## config.mk

```make
export PLATFORM = sky130hd
export DESIGN_NAME = stream_downsizer
export DESIGN_NICKNAME = d
export VERILOG_FILES = /design/src/rtl/stream_downsizer_pkg.sv /design/src/rtl/stream_downsizer.sv
export SDC_FILE = /design/constraint.sdc
export NUM_CORES = 1
export LEC_CHECK = 0
export BUFFER_PORTS_ARGS = -buffer_cell sky130_fd_sc_hd__buf_4
export CAP_MARGIN = 20
export CORE_MARGIN = 2
export CORE_UTILIZATION = 40
export DETAILED_ROUTE_END_ITERATION = 12
export GPL_TIMING_DRIVEN = 0
export PLACE_DENSITY = 0.72
export SETUP_SLACK_MARGIN = 0.5
export SYNTH_ARGS = -nofsm -noshare
export SYNTH_HDL_FRONTEND = slang
export SYNTH_SLANG_ARGS = --single-unit
```

## constraint.sdc

```tcl
create_clock -name aclk -period 20.8 [get_ports aclk]
set_clock_uncertainty 0.1 [all_clocks]
set_input_delay 4.16 -clock aclk [delete_from_list [all_inputs] [get_ports aclk]]
set_output_delay 4.16 -clock aclk [all_outputs]
set_load 0.02 [all_outputs]
```

## src/rtl/stream_downsizer_pkg.sv

```systemverilog
// Shared helpers for the stream width converters: ratio/byte-count
// derivations, keep-mask to last-sub-word index, and prefix-mask test.
package stream_downsizer_pkg;

   // Widest keep mask the helper functions accept (1024-bit data path).
   localparam int KEEP_MAX_W = 128;

   // Number of bytes in a data word of the given bit width.
   function automatic int calc_out_bytes(input int outWidth);
      return outWidth / 8;
   endfunction

   // Number of narrow sub-words carried by one wide beat.
   function automatic int calc_ratio(input int inWidth, input int outWidth);
      return inWidth / outWidth;
   endfunction

   // Index of the last narrow sub-word that carries any valid byte.
   // An all-zero keep still yields index 0 so a bare tlast can be emitted.
   function automatic int keep_to_last_idx(input logic [KEEP_MAX_W-1:0] keep,
                                           input int outBytes);
      int pop;
      pop = 0;
      for (int b = 0; b < KEEP_MAX_W; b++) begin
         if (keep[b]) pop++;
      end
      if (pop == 0) return 0;
      return ((pop + outBytes - 1) / outBytes) - 1;
   endfunction

   // True when the ones in keep are contiguous from bit 0 (or keep is zero).
   function automatic logic is_prefix_mask(input logic [KEEP_MAX_W-1:0] keep);
      return ((keep & (keep + KEEP_MAX_W'(1))) == '0);
   endfunction

endpackage

```

## src/rtl/stream_downsizer.sv

```systemverilog
// Width down-converter: splits each wide stream beat into narrow sub-words,
// skipping empty trailing sub-words and keeping tlast on the final one.
module stream_downsizer
   import stream_downsizer_pkg::*;
#(
   parameter int IN_WIDTH  = 512,
   parameter int OUT_WIDTH = 64
) (
   input  logic                   aclk,
   input  logic                   aresetn,
   input  logic [IN_WIDTH-1:0]    i_data_tdata,
   input  logic [IN_WIDTH/8-1:0]  i_data_tkeep,
   input  logic                   i_data_tlast,
   input  logic                   i_data_tvalid,
   output logic                   i_data_tready,
   output logic [OUT_WIDTH-1:0]   o_data_tdata,
   output logic [OUT_WIDTH/8-1:0] o_data_tkeep,
   output logic                   o_data_tlast,
   output logic                   o_data_tvalid,
   input  logic                   o_data_tready
);

   localparam int IN_BYTES  = IN_WIDTH / 8;
   localparam int OUT_BYTES = calc_out_bytes(OUT_WIDTH);
   localparam int RATIO     = calc_ratio(IN_WIDTH, OUT_WIDTH);
   localparam int IDX_W     = (RATIO < 2) ? 1 : $clog2(RATIO);

   // Reject parameter sets the sub-word slicing cannot support.
   if ((RATIO < 2) || ((IN_WIDTH % OUT_WIDTH) != 0) || ((OUT_WIDTH % 8) != 0) ||
       (IN_BYTES > KEEP_MAX_W)) begin : g_paramCheck
      $error("stream_downsizer: illegal IN_WIDTH/OUT_WIDTH combination");
   end

   logic [IN_WIDTH-1:0] r_holdData;
   logic [IN_BYTES-1:0] r_holdKeep;
   logic                r_holdLast;
   logic                r_holdValid;
   logic [IDX_W-1:0]    r_idx;
   logic [IDX_W-1:0]    r_lidx;

   logic                w_outFire;
   logic                w_final;
   logic                w_inFire;
   logic                w_dropBeat;
   logic [IDX_W-1:0]    w_nextLidx;

   // Handshake decode and output slicing, driven from the hold registers only.
   always_comb begin
      w_outFire     = r_holdValid && o_data_tready;
      w_final       = (r_idx == r_lidx);
      i_data_tready = !r_holdValid || (w_outFire && w_final);
      w_inFire      = i_data_tvalid && i_data_tready;
      w_dropBeat    = (i_data_tkeep == '0) && !i_data_tlast;
      w_nextLidx    = IDX_W'(keep_to_last_idx(KEEP_MAX_W'(i_data_tkeep), OUT_BYTES));
      o_data_tvalid = r_holdValid;
      o_data_tdata  = r_holdData[32'(r_idx) * OUT_WIDTH +: OUT_WIDTH];
      o_data_tkeep  = r_holdKeep[32'(r_idx) * OUT_BYTES +: OUT_BYTES];
      o_data_tlast  = r_holdLast && w_final;
   end

   // Hold register and sub-word index: reload on input accept, step on output accept.
   // Data/keep are left out of reset; they are qualified by r_holdValid.
   always_ff @(posedge aclk or negedge aresetn) begin
      if (!aresetn) begin
         r_holdValid <= 1'b0;
         r_holdLast  <= 1'b0;
         r_idx       <= '0;
         r_lidx      <= '0;
      end else if (w_inFire) begin
         r_holdData  <= i_data_tdata;
         r_holdKeep  <= i_data_tkeep;
         r_holdLast  <= i_data_tlast;
         r_holdValid <= !w_dropBeat;
         r_idx       <= '0;
         r_lidx      <= w_nextLidx;
      end else if (w_outFire) begin
         if (!w_final) begin
            r_idx <= r_idx + IDX_W'(1);
         end else begin
            r_holdValid <= 1'b0;
         end
      end
   end

   // Upstream must present prefix keep masks; flag anything else in simulation.
   a_prefixKeep: assert property (@(posedge aclk) disable iff (!aresetn)
      i_data_tvalid |-> is_prefix_mask(KEEP_MAX_W'(i_data_tkeep)))
      else $error("stream_downsizer: non-prefix tkeep on input");

endmodule
```

==> results.cfg <==
[clock_network]
cts_buffer_depth = 3
numCtsBuffers = 68
cts_root_buf = clkbuf_16
path_clk_slew_ps = 50
cts_sinks = 584
cts_tree = done
htreeDepth = 3
worst_skew_pair.late_latency_ps = 610

[sta]
maxSlewHeadroom_pct = 22.39
finalHoldViolations = 0
slew_viol_final = 0
timing.final.crit_share_pct = 173.4
max_clock_freq_mhz = 27.72
rsz0062_at_grt = true
worst_slew_pin_slew_ps = 1155
min_period_ps = 36080
setup_slack_ps = -15280
setup_viol = 3

[detailed_routing]
avgRoutedWirePerCell_um = 24.61
antenna_left = 0
drt-initial-drc-count = 3079
via_count = 29376
vias_per_cell = 5.608
firstDrtPassIters = 6
wl_um = 128900
drc_errors = 0

[final_layout]
fillCellCount = 7939
multi_input_area_mm2 = 0.02057
seq_area_mm2 = 0.01750
drive_above_1_share_pct = 36.26
fin_area_mm2 = 0.04900
syn_to_final_growth_pct = 29.56
nNetsFinal = 4556

[placed_design]
dpl.hpwl_um = 100800
gp_congestion = 0.9233
place_area_mm2 = 0.04520
port_buffers = 655

[die]
die_h_um = 311.5
die_w_um = 311.5
io_pins = 656
start_util_pct = 40.47
dieArea_mm2 = 0.09704
core-area_mm2 = 0.09347
row_count = 112

[global_routing]
grt_max_degree = 71
track_usage_pct = 25.55
gr-total-overflow = 0
grt_pass1_vias = 28236
antenna_found_initial = 45
grt_pass1_wl_um = 184000

[critical_path]
arrival_ps = 36470
critical_path.slowest_cell = or3b_4
path_max_fanout = 4
required_ps = 21190
cpPeakStageDelay_ps = 410
critical-path-top-cell-by-count = ha_4
worst_setup_path_start_kind = input port
crit_path_end_kind = register
path_class = input port to register

[logic_synthesis]
synth_flop_cell = edfxtp_1
synth-edff-count = 576
netlist_top_cells_area = edfxtp_1, mux4_2, xnor2_1, mux2_2, xor2_1
ys_ff_latch = 584
synth_nets = 3695
avgSynthCellArea_um2 = 12.42
ys_seq_area_share_pct = 46.26
syn_area_mm2 = 0.03782
synthArstFlopShare_pct = 1.370
synth_area_leader_cell = edfxtp_1
synth_top_area_share_pct = 45.73
synth_cells = 3046
yosys_warnings = 0
yosys-top-cells-count = edfxtp_1, xnor2_1, nand2_1, nor2_1, mux4_2
ys_types = 129
synth_most_common_cell = edfxtp_1

[outcome]
violations = setup timing
status = complete, but fails checks

[run]
maxCapViolations = 0

[worst_hold_path]
hold_class = register to register
[flip-flops by register name (all words and copies together), names as in the netlist]
name,flops
o_data_tvalid,1
r_holdData,512
r_holdKeep,64
r_holdLast,1
r_idx,3
r_lidx,3
[cells by family (layout without fill, tap and decap cells)]
kind of cell	count (synthesis)	after routing	share of synthesized area, %
buffers and inverters	206	1120	2.203
other	1	25	0.009914
and+or+nand+nor	921	921	12.43
muxes	288	288	12.73
DFF	584	584	46.26
xor gates and xnor gates	481	481	14.59
adders and majority gates	73	73	2.385
AOI/OAI and AO/OA	492	492	9.385
[final timing paths]
path / start / to / slack, ps / cells after the start
max in group asynchronous: aresetn / r_idx[0]$_DFFE_PN0P_ / 17200 / 1
worst max-delay path: i_data_tkeep[1] / r_lidx[2]$_DFFE_PN0P_ / -15280 / 193
min in group asynchronous: aresetn / r_idx[2]$_DFFE_PN0P_ / 3260 / 1
worst max register to register: r_idx[0]$_DFFE_PN0P_ / r_holdData[216]$_DFFE_PP_ / 17550 / 8
worst min-delay path: r_holdLast$_DFFE_PN0P_ / r_holdLast$_DFFE_PN0P_ / 420 / 1
worst min register to register: r_holdLast$_DFFE_PN0P_ / r_holdLast$_DFFE_PN0P_ / 420 / 1
[stage by stage]
step / cells / worst slack, ps / TNS, ps / hold WS [ps] / util, %
finish: 5238 / -15280 / -45650 / 420.6 / 52.43
global route: 5232 / -16680 / -49880 / 443.2 / 52.41
CTS: 5178 / -15230 / -45570 / 424.0 / 51.79
detailed placement: 4972 / -19020 / -56480 / 408.0 / 48.36
global placement: 4955 / -18380 / -1989680 / 391.3 / 47.96
floorplan: 3046 / -14790 / -43770 / 370.5 / -
[placed cells by master, fill, tap and decap left out, drive strengths merged, types with 37 or more instances in the layout]
cell type,Yosys,final
a21oi,98,98
and3,37,37
buf,37,828
clkbuf,84,162
edfxtp,576,576
ha,68,68
inv,85,93
mux2,98,98
mux2i,46,46
mux4,144,144
nand2,257,257
nand2b,42,42
nand3,81,81
nor2,208,208
nor3,60,60
o21ai,91,91
xnor2,297,297
xnor3,42,42
xor2,134,134
[worst max-delay path, delay by kind of cell]
kind / cells / cell delay [ps]
muxes: 22 / 5050
buffers and inverters: 15 / 1090
and+or+nand+nor: 43 / 4500
AOI/OAI and AO/OA: 50 / 7000
xor gates and xnor gates: 16 / 2760
adders and majority gates: 47 / 11870
[repair_timing]
action | 4_1_cts | 5_1_grt
endpoints found under the setup margin | 3 | 3
buffers inserted | 83 | 35
gates resized for setup | 60 | 49
hold buffers | 0 | 0
pin swaps | 72 | 75
[per-layer routing]
metal / GRT usage, % / wire [µm] / up-vias
li1: - / - / 13383
met1: 31.63 / 48790 / 14449
met2: 41.42 / 61330 / 1273
met3: 6.981 / 12730 / 235
met4: 12.15 / 5824 / 36
met5: 0 / 219 / -
[area by class of cell]
type,count,area share [%]
Multi-Input combinational cell,2256,41.97
Buffer,121,1.070
Tap cell,1254,3.202
Clock inverter,45,1.029
Inverter,85,0.6868
Antenna cell,24,0.1226
Clock buffer,78,3.549
Sequential cell,584,35.71
Timing Repair Buffer,791,12.66
Power is not shown: default switching activity piles up to over one toggle a cycle in this logic, so the estimate is an artifact.
